--- config.mk ---
export PLATFORM = sky130hd
export DESIGN_NAME = bike_bgf_iter_ctrl_flat
export DESIGN_NICKNAME = d
export VERILOG_FILES = /design/src/rtl/bike_ctrl_pkg.sv /design/src/rtl/bike_bgf_iter_ctrl_if.sv /design/src/rtl/bike_ctrl_counter.sv /design/src/rtl/bike_bgf_iter_ctrl.sv /design/src/flat_wrapper.sv
export SDC_FILE = /design/constraint.sdc
export NUM_CORES = 1
export LEC_CHECK = 0
export CAP_MARGIN = 20
export CORE_UTILIZATION = 50
export DETAILED_ROUTE_END_ITERATION = 8
export PLACE_DENSITY = 0.8
export RECOVER_POWER = 50
export SLEW_MARGIN = 20
export SYNTH_ARGS = -nofsm -noshare
export SYNTH_HDL_FRONTEND = slang
export SYNTH_HIERARCHICAL = 1
export SYNTH_SLANG_ARGS = --single-unit
--- constraint.sdc ---
create_clock -name clk -period 3.55 [get_ports clk]
set_input_delay 1.065 -clock clk [delete_from_list [all_inputs] [get_ports clk]]
set_output_delay 1.065 -clock clk [all_outputs]
set_load 0.1 [all_outputs]
--- src/rtl/bike_ctrl_pkg.sv ---
// Shared types and default sizing for the BIKE BGF iteration controller.
package bike_ctrl_pkg;

    typedef enum logic [2:0] {
        IDLE   = 3'd0,
        WEIGHT = 3'd1,
        THRESH = 3'd2,
        FLIP   = 3'd3,
        FIN    = 3'd4
    } bgf_state_t;

    localparam int NBITER_DEF     = 5;
    localparam int COL_BLOCKS_DEF = 24;
    localparam int ADDR_W_DEF     = 5;
    localparam int ITER_W_DEF     = 3;

endpackage

--- src/rtl/bike_bgf_iter_ctrl_if.sv ---
// Handshake bundle between the decoder FSM, the iteration controller and the
// weight/threshold/flip datapaths. The controller takes the slave side.
interface bike_bgf_iter_ctrl_if #(
    parameter int ADDR_W = 5,
    parameter int ITER_W = 3
);
    logic              start;
    logic              busy;
    logic              done;
    logic              success;
    logic [ITER_W-1:0] iter;
    logic              wt_start;
    logic              wt_done;
    logic              wt_zero;
    logic              th_start;
    logic              th_done;
    logic              flip_en;
    logic [ADDR_W-1:0] flip_addr;
    logic              flip_ready;
    logic              flip_last;

    modport slave (
        input  start, wt_done, wt_zero, th_done, flip_ready,
        output busy, done, success, iter, wt_start, th_start,
               flip_en, flip_addr, flip_last
    );

    modport master (
        output start, wt_done, wt_zero, th_done, flip_ready,
        input  busy, done, success, iter, wt_start, th_start,
               flip_en, flip_addr, flip_last
    );
endinterface

--- src/rtl/bike_ctrl_counter.sv ---
// Saturating up-counter: sync clear has priority over enable; enable at
// MAX_VALUE holds the count.
module bike_ctrl_counter #(
    parameter int SIZE      = 3,
    parameter int MAX_VALUE = 5
) (
    input  logic            clk,
    input  logic            reset,
    input  logic            clr,
    input  logic            en,
    output logic [SIZE-1:0] count
);

    always_ff @(posedge clk or posedge reset) begin
        if (reset) begin
            count <= '0;
        end else if (clr) begin
            count <= '0;
        end else if (en && (count != SIZE'(MAX_VALUE))) begin
            count <= count + SIZE'(1);
        end
    end

endmodule

--- src/rtl/bike_bgf_iter_ctrl.sv ---
// Iteration scheduler for the BIKE BGF decoder: weight -> threshold -> flip
// pass per iteration, ending on zero syndrome or after NBITER passes.
//
//  state  | meaning
//  IDLE   | waiting for start
//  WEIGHT | syndrome weight running; wt_start on first cycle
//  THRESH | threshold running; th_start on first cycle
//  FLIP   | walking column blocks 0..COL_BLOCKS-1 under flip_ready
//  FIN    | one-cycle done pulse
module bike_bgf_iter_ctrl
    import bike_ctrl_pkg::*;
#(
    parameter int NBITER     = NBITER_DEF,
    parameter int COL_BLOCKS = COL_BLOCKS_DEF,
    parameter int ADDR_W     = ADDR_W_DEF,
    parameter int ITER_W     = ITER_W_DEF
) (
    input  logic                  clk,
    input  logic                  reset,
    bike_bgf_iter_ctrl_if.slave   bus
);

    bgf_state_t        state;
    bgf_state_t        state_nxt;
    logic              first_q;
    logic              success_q;
    logic              start_acc;
    logic              pass_end;
    logic              succ_set;
    logic              at_last;
    logic              flip_en_w;
    logic [ITER_W-1:0] iter_cnt;
    logic [ADDR_W-1:0] addr_cnt;

    assign flip_en_w = (state == FLIP);
    assign at_last   = (addr_cnt == ADDR_W'(COL_BLOCKS - 1));

    // Done handshakes are qualified with !first_q so a pulse left over from
    // the previous state cannot be mistaken for this state's result.
    always_comb begin
        state_nxt = state;
        start_acc = 1'b0;
        pass_end  = 1'b0;
        succ_set  = 1'b0;
        case (state)
            IDLE: begin
                if (bus.start) begin
                    state_nxt = WEIGHT;
                    start_acc = 1'b1;
                end
            end
            WEIGHT: begin
                if (!first_q && bus.wt_done) begin
                    if (bus.wt_zero) begin
                        state_nxt = FIN;
                        succ_set  = 1'b1;
                    end else if (iter_cnt >= ITER_W'(NBITER)) begin
                        state_nxt = FIN;
                    end else begin
                        state_nxt = THRESH;
                    end
                end
            end
            THRESH: begin
                if (!first_q && bus.th_done) begin
                    state_nxt = FLIP;
                end
            end
            FLIP: begin
                if (bus.flip_ready && at_last) begin
                    state_nxt = WEIGHT;
                    pass_end  = 1'b1;
                end
            end
            FIN: begin
                state_nxt = IDLE;
            end
            default: begin
                state_nxt = IDLE;
            end
        endcase
    end

    always_ff @(posedge clk or posedge reset) begin
        if (reset) begin
            state     <= IDLE;
            first_q   <= 1'b0;
            success_q <= 1'b0;
        end else begin
            state   <= state_nxt;
            first_q <= (state_nxt != state);
            if (start_acc) begin
                success_q <= 1'b0;
            end else if (succ_set) begin
                success_q <= 1'b1;
            end
        end
    end

    bike_ctrl_counter #(
        .SIZE      (ITER_W),
        .MAX_VALUE (NBITER)
    ) u_iter_cnt (
        .clk   (clk),
        .reset (reset),
        .clr   (start_acc),
        .en    (pass_end),
        .count (iter_cnt)
    );

    // Cleared at pass end so every FLIP entry starts at block 0.
    bike_ctrl_counter #(
        .SIZE      (ADDR_W),
        .MAX_VALUE (COL_BLOCKS - 1)
    ) u_addr_cnt (
        .clk   (clk),
        .reset (reset),
        .clr   (pass_end | start_acc),
        .en    (flip_en_w & bus.flip_ready),
        .count (addr_cnt)
    );

    assign bus.busy      = (state == WEIGHT) || (state == THRESH) || (state == FLIP);
    assign bus.done      = (state == FIN);
    assign bus.success   = success_q;
    assign bus.iter      = iter_cnt;
    assign bus.wt_start  = (state == WEIGHT) && first_q;
    assign bus.th_start  = (state == THRESH) && first_q;
    assign bus.flip_en   = flip_en_w;
    assign bus.flip_addr = addr_cnt;
    assign bus.flip_last = flip_en_w & at_last;

endmodule

--- src/flat_wrapper.sv ---
// flat-port wrapper written by rule: the top's interface ports become plain ports
module bike_bgf_iter_ctrl_flat import bike_ctrl_pkg::*;
#(
    parameter int NBITER     = NBITER_DEF,
    parameter int COL_BLOCKS = COL_BLOCKS_DEF,
    parameter int ADDR_W     = ADDR_W_DEF,
    parameter int ITER_W     = ITER_W_DEF
)
  (clk, reset, bus_start, bus_wt_done, bus_wt_zero, bus_th_done, bus_flip_ready, bus_busy, bus_done, bus_success, bus_iter, bus_wt_start, bus_th_start, bus_flip_en, bus_flip_addr, bus_flip_last);
  bike_bgf_iter_ctrl_if #(.ADDR_W(ADDR_W), .ITER_W(ITER_W)) bus_i ();
  input  logic clk;
  input  logic reset;
  input wire logic [$bits(bus_i.start)-1:0] bus_start;
  input wire logic [$bits(bus_i.wt_done)-1:0] bus_wt_done;
  input wire logic [$bits(bus_i.wt_zero)-1:0] bus_wt_zero;
  input wire logic [$bits(bus_i.th_done)-1:0] bus_th_done;
  input wire logic [$bits(bus_i.flip_ready)-1:0] bus_flip_ready;
  output wire logic [$bits(bus_i.busy)-1:0] bus_busy;
  output wire logic [$bits(bus_i.done)-1:0] bus_done;
  output wire logic [$bits(bus_i.success)-1:0] bus_success;
  output wire logic [$bits(bus_i.iter)-1:0] bus_iter;
  output wire logic [$bits(bus_i.wt_start)-1:0] bus_wt_start;
  output wire logic [$bits(bus_i.th_start)-1:0] bus_th_start;
  output wire logic [$bits(bus_i.flip_en)-1:0] bus_flip_en;
  output wire logic [$bits(bus_i.flip_addr)-1:0] bus_flip_addr;
  output wire logic [$bits(bus_i.flip_last)-1:0] bus_flip_last;
  assign bus_i.start = bus_start;
  assign bus_i.wt_done = bus_wt_done;
  assign bus_i.wt_zero = bus_wt_zero;
  assign bus_i.th_done = bus_th_done;
  assign bus_i.flip_ready = bus_flip_ready;
  assign bus_busy = bus_i.busy;
  assign bus_done = bus_i.done;
  assign bus_success = bus_i.success;
  assign bus_iter = bus_i.iter;
  assign bus_wt_start = bus_i.wt_start;
  assign bus_th_start = bus_i.th_start;
  assign bus_flip_en = bus_i.flip_en;
  assign bus_flip_addr = bus_i.flip_addr;
  assign bus_flip_last = bus_i.flip_last;
  bike_bgf_iter_ctrl #(.NBITER(NBITER), .COL_BLOCKS(COL_BLOCKS), .ADDR_W(ADDR_W), .ITER_W(ITER_W)) u_core (.clk(clk), .reset(reset), .bus(bus_i));
endmodule
==> results_dict.tcl, run 1 <==
set metrics [dict create \
    status "completed" \
    avgSynthCellArea_sq_um 9.62 \
    viasPerCell 5.57 \
    pin_count 22 \
    peakVddDrop_mv 0.767 \
    cts.root.buffer_cell "clkbuf_4" \
    cts_setup_buffers 0 \
    regToRegStartpoint "u_core/state[2]$_DFF_PP0_" \
    crit_slowest_cell "dfrtp_1" \
    cp.arrival_ns 1.68 \
    die_w_um 42.9 \
    crit_chain "and2b_1 -> nand4_1 -> nor3_2 -> buf_4" \
    drt_iter0_markers 22 \
    synth_seq_cells 13 \
    clock_path_buffers 2 \
    seqCellArea_sq_um 325 \
    antenna_found_initial 0 \
    ys_warn_count 6 \
    slew_headroom 0.224 \
    clk_pin_slew_ns 0.08 \
    clk_latency_ns 0.28 \
    power_leakage_nw 0.496 \
    finalCriticalPeriod_ns 2.74 \
    end_kind "primary output" \
    layout.nets 122 \
    die_area_sq_mm 0.00184 \
    setup_viol 0 \
    place_hpwl_um 1290 \
    nFillCells 129 \
    hold_viol_final 0 \
    cts_tree "done" \
    rsz0062_at_grt "false" \
    placed_area_sq_mm 0.00104 \
    drive_gt1_frac 0.261 \
    yosysTopAreaCell "dfrtp_1" \
    ys.flop_type "dfrtp_1" \
    worst-path-max-fanout 8 \
    dr.pass1.iters 4 \
    core-area_sq_mm 0.00154 \
    wire_per_inst_um 13.6 \
    worst_setup_path_start_kind "flop" \
    synth_area_leaders "dfrtp_1 (39%), mux2_4 (5.4%), ha_1 (4.5%)" \
    netlist_instances 87 \
    htreeDepth 1 \
    final_area_sq_mm 0.00105 \
    cts_buffers 3 \
    max_freq_mhz 364 \
    crit_type "flop to primary output" \
    maxCapViolCount 0 \
    drt-total-wl_um 1730 \
    holdBufCountCts 0 \
    start_util 0.543 \
    rows 14 \
    total_power_mw 0.923 \
    gp_congestion 0.761 \
    cts.sinks 13 \
    vias 707 \
    io_buffers 21 \
    n_antenna_cell 0 \
    tns_ns 0 \
    area_growth_pct 25.3 \
    drv_slew 0 \
    post-route-drc-count 0 \
    startpoint "u_core/state[2]$_DFF_PP0_" \
    cts_resized 0 \
    worst_clock_skew_ns 0.00274 \
    grt_pass1_vias 703 \
    multi_input_area_sq_um 474 \
    critPathMaxStageDelay_ns 0.47 \
    power_density_mw_per_mm2 880 \
    grt_max_degree 13 \
    synth_edf_count 0 \
    worstMarginPinSlew_ns 1.17 \
    hp-class "flop to flop" \
    syn_nets 97 \
    mappedNetlistArea_sq_um 837 \
    grt_pass1_wl_um 3080 \
    grt.total_usage 0.233 \
    grt_overflow 0 \
    hp-start "u_core/bus.success$_DFFE_PP0P_" \
    synthArstFlopShare 1.00 \
    period_share 0.773 \
    die_h_um 42.9 \
    cp.required_ns 2.48 \
    yosysTopAreaCellShare 0.389 \
    yosysSeqAreaShare 0.389 \
    postRouteAntennaNets 0 \
    synth_cell_type_count 36 \
]
==> registers in the layout, indices dropped and copies added, names as in the netlist <==
register,cells
u_core/u_iter_cnt/count,3
u_core/bus.success,1
u_core/first_q,1
u_core/u_addr_cnt/count,5
u_core/state,3
==> kinds of logic (layout without fill, tap and decap cells) <==
| group | Yosys count | in the layout | synth area share |
|---|---|---|---|
| simple gates | 40 | 40 | 0.299 |
| compound gates | 15 | 15 | 0.135 |
| flops | 13 | 13 | 0.389 |
| buf+inv | 10 | 34 | 0.0463 |
| mux | 4 | 4 | 0.0658 |
| fa+ha+maj | 3 | 3 | 0.0448 |
| xor+xnor | 2 | 2 | 0.0209 |
==> synthesized netlist by cell type, types with 2 or more instances <==
cell type / n
o21a_1: 2
o21ai_0: 2
nand3_1: 3
inv_1: 9
nor3_1: 4
nand2_1: 2
a21oi_1: 5
dfrtp_1: 13
nand2b_1: 2
mux2_4: 3
and2_1: 2
nor2_1: 10
nand4_1: 3
ha_1: 3
nor2b_1: 3
==> through the flow <==
| step | util | hold slack [ns] | worst slack, ns | std cells |
|---|---|---|---|---|
| 6_report | 0.680 | 0.500 | 0.806 | 127 |
| 5_1_grt | 0.680 | 0.527 | 0.683 | 127 |
| 4_1_cts | 0.692 | 0.503 | 0.786 | 127 |
| 3_5_place_dp | 0.675 | 0.479 | 0.823 | 123 |
| 3_3_place_gp | 0.675 | 0.481 | 0.850 | 123 |
| 2_1_floorplan | - | 0.516 | 0.0103 | 87 |
==> routing by layer <==
metal / GRT usage / part of all wire / routed length, um / vias up
met3: 0.0894 / 0.061 / 105 / 4
li1: - / - / - / 353
met4: 0.0938 / 0.020 / 35 / 0
met2: 0.342 / 0.48 / 830 / 19
met1: 0.308 / 0.44 / 762 / 331
met5: 0 / 0 / 0 / -
==> cells in the final DEF, fill, tap and decap left out, types with 2 or more instances in the layout <==
| cell | instances |
|---|---|
| nand3_1 | 3 |
| nand2_1 | 2 |
| clkbuf_1 | 2 |
| dfrtp_1 | 13 |
| o21a_1 | 2 |
| inv_1 | 9 |
| nor2_1 | 10 |
| buf_4 | 14 |
| nand4_1 | 3 |
| ha_1 | 3 |
| o21ai_0 | 2 |
| nor3_1 | 2 |
| clkbuf_4 | 3 |
| and2_1 | 2 |
| a21oi_1 | 5 |
| mux2_4 | 3 |
| clkdlybuf4s50_1 | 2 |
| nor3_2 | 3 |
| nand2b_1 | 2 |
| nor2b_1 | 3 |
| dlygate4sd3_1 | 4 |
==> report_power, final <==
group	switching, mW	internal [mW]
registers	0.0699	0.188
clock network	0.0505	0.0437
logic	0.424	0.147
==> layout make-up <==
cell class,instances,share of cell area
clock buffers,4,0.0251
repair buffers,21,0.161
inverters,9,0.0322
multi-input cells,64,0.452
flip-flops and latches,13,0.310
well taps,16,0.0191
==> worst max-delay path: cells and delay by family (launching register included) <==
| family | cells | cell delay, ns |
|---|---|---|
| buf+inv | 1 | 0.31 |
| flops | 1 | 0.47 |
| simple gates | 3 | 0.62 |
==> worst paths after layout <==
path,cells past startpoint,endpoint,slack (ns)
min reg2reg,1,u_core/bus.success$_DFFE_PP0P_,0.50
max reg2reg,5,u_core/u_addr_cnt/count[0]$_DFFE_PP0P_,1.55
min,1,u_core/bus.success$_DFFE_PP0P_,0.50
max,4,bus_flip_last,0.81
max in group asynchronous,2,u_core/state[2]$_DFF_PP0_,2.21
min in group asynchronous,2,u_core/u_iter_cnt/count[0]$_DFFE_PP0P_,1.13
Note: power is estimated with default switching activity, not from simulation.
==> run 2, diff against run 1 <==
--- a/config.mk
+++ b/config.mk
@@ -6,9 +6,9 @@
 export NUM_CORES = 1
 export LEC_CHECK = 0
 export CAP_MARGIN = 20
-export CORE_UTILIZATION = 50
+export CORE_UTILIZATION = 42
 export DETAILED_ROUTE_END_ITERATION = 8
-export PLACE_DENSITY = 0.8
+export PLACE_DENSITY = 0.71
 export RECOVER_POWER = 50
 export SLEW_MARGIN = 20
 export SYNTH_ARGS = -nofsm -noshare
==> constraint.sdc (replaced) <==
create_clock -name clk -period 2.3 [get_ports clk]
set_input_delay 0.69 -clock clk [delete_from_list [all_inputs] [get_ports clk]]
set_output_delay 0.69 -clock clk [all_outputs]
set_load 0.1 [all_outputs]
==> run 2 against run 1 <==
Against the previous run:
- sequential share of layout area decreased by 3.7 points
- sequential power increased by 48%
- setup slack got worse by 0.72 ns
- die area increased by 18%
- highest routed layer unchanged
- critical path depth unchanged
- clock skew increased by 0.0050 ns
- clock-buffer cell count unchanged
- power increased by 73%
- largest power group unchanged
- first-iteration DRC count decreased by 14%
- routed wire length increased by 6.9%
==> results_dict.tcl, run 2 (synthesis results as in run 1) <==
set metrics [dict create \
    htreeDepth 1 \
    r2r_setup_slack_ns 0.51 \
    viasPerCell 5.28 \
    final_cell_mix "buf_4 (10), nor2_1 (10), inv_1 (9), dfrtp_1 (9), buf_12 (8)" \
    grt_pass1_wl_um 2820 \
    peakVddDrop_mv 0.811 \
    power_density_mw_per_mm2 1320 \
    cts.sinks 13 \
    dp.cells 137 \
    grt_overflow 0 \
    worst_setup_path_start_kind "flop" \
    crit_chain "and2b_1 -> nand4_1 -> nor3_4 -> buf_12" \
    worst-path-max-fanout 3 \
    regToRegStartpoint "u_core/state[2]$_DFF_PP0_" \
    die_w_um 46.6 \
    io_buffers 21 \
    grt.total_usage 0.187 \
    startpoint "u_core/state[2]$_DFF_PP0_" \
    r2r_cells 5 \
    regMostFlops "u_core/u_addr_cnt/count" \
    cts_setup_buffers 0 \
    largest_reg_flops 5 \
    clk_latency_ns 0.27 \
    clock_path_buffers 2 \
    cts_tree "done" \
    area_growth_pct 44.2 \
    stdcell_count 141 \
    holdBufCountCts 0 \
    setup_viol 0 \
    rows 15 \
    whs_ns 0.505 \
    cp.arrival_ns 1.53 \
    end_kind "primary output" \
    drv_slew 0 \
    postLayoutCoreUtil 0.670 \
    hp-class "flop to flop" \
    core-area_sq_mm 0.00180 \
    dr.pass1.iters 4 \
    gp_congestion 0.807 \
    grt_pass1_vias 649 \
    place_hpwl_um 1460 \
    total_power_mw 1.60 \
    rsz0062_at_grt "false" \
    cts_resized 0 \
    crit_slowest_cell "dfrtp_1" \
    cts.root.buffer_cell "clkbuf_4" \
    top_regs "u_core/u_addr_cnt/count (5), u_core/state (3), u_core/u_iter_cnt/count (3)" \
    max_freq_mhz 451 \
    n_antenna_cell 0 \
    drive_gt1_frac 0.336 \
    seqCellArea_sq_um 330 \
    worst_clock_skew_ns 0.00778 \
    die_area_sq_mm 0.00218 \
    start_util 0.465 \
    grt_max_degree 9 \
    tns_ns 0 \
    nFillCells 163 \
    post-route-drc-count 0 \
    die_h_um 46.6 \
    cp.required_ns 1.61 \
    maxCapViolCount 0 \
    drt-total-wl_um 1850 \
    worstMarginPinSlew_ns 0.541 \
    antenna_found_initial 0 \
    cts_buffers 3 \
    power_leakage_nw 0.544 \
    crit_type "flop to primary output" \
    status "completed" \
    finalCriticalPeriod_ns 2.22 \
    clk_pin_slew_ns 0.08 \
    drt_iter0_markers 19 \
    pin_count 22 \
    crit_end "bus_flip_last" \
    postRouteAntennaNets 0 \
    slew_headroom 0.641 \
    hold_viol_final 0 \
    period_share 0.965 \
    multi_input_area_sq_um 480 \
    critPathMaxStageDelay_ns 0.38 \
    rr_endpoint "u_core/u_addr_cnt/count[0]$_DFFE_PP0P_" \
    layout.nets 127 \
    wire_per_inst_um 13.1 \
    vias 745 \
]
run 2: changes by cell type in the layout (fill, tap and decap cells not counted):
cell | before | now
dfrtp_1 | 13 | 9
clkbuf_1 | 2 | 1
buf_12 | 0 | 8
clkbuf_2 | 0 | 2
buf_4 | 14 | 10
nor3_2 | 3 | 2
nor3_4 | 0 | 1
dfrtp_2 | 0 | 4
run 2: stage by stage:
step           instance area (sq um)  worst slack, ns
2_1_floorplan                    863           -0.284
3_3_place_gp                    1210            0.117
3_5_place_dp                    1210          0.00198
4_1_cts                         1240           0.0758
5_1_grt                         1210           0.0183
6_report                        1210           0.0815
run 2: layout make-up:
| class | instances | area share |
|---|---|---|
| Inverter | 9 | 0.0280 |
| Multi-Input combinational cell | 64 | 0.398 |
| Tap cell | 25 | 0.0259 |
| Sequential cell | 13 | 0.274 |
| Clock buffer | 4 | 0.0218 |
| Timing Repair Buffer | 26 | 0.253 |
run 2: worst min path at each step:
stage                                               from                                      to  slack (ns)  cells after the start
after floorplan                                    reset  u_core/u_iter_cnt/count[0]$_DFFE_PP0P_        0.44                      1
after global placement    u_core/bus.success$_DFFE_PP0P_          u_core/bus.success$_DFFE_PP0P_        0.48                      1
after detailed placement  u_core/bus.success$_DFFE_PP0P_          u_core/bus.success$_DFFE_PP0P_        0.49                      1
after CTS                 u_core/bus.success$_DFFE_PP0P_          u_core/bus.success$_DFFE_PP0P_        0.51                      1
after global routing      u_core/bus.success$_DFFE_PP0P_          u_core/bus.success$_DFFE_PP0P_        0.52                      1
final                     u_core/bus.success$_DFFE_PP0P_          u_core/bus.success$_DFFE_PP0P_        0.50                      1
run 2: critical path: cells and delay by family (launching register included):
family	cells	cell delay [ns]
simple gates	3	0.69
flops	1	0.38
buf+inv	1	0.20
run 2: report_power, final:
| part | internal, mW | switching (mW) | leakage (nW) |
|---|---|---|---|
| combinational | 0.360 | 0.714 | 0.365 |
| sequential | 0.296 | 0.0853 | 0.164 |
| clock | 0.0671 | 0.0741 | 0.0150 |
run 2: metal layers:
metal  global-route usage  up-vias  part of all wire  wire length, um
met4               0.0686        0             0.012               23
met5                    0        -                 0                0
met1                0.254      347              0.45              839
met2                0.303       28              0.49              906
met3               0.0235        4             0.045               83
li1                     -      366                 -                -
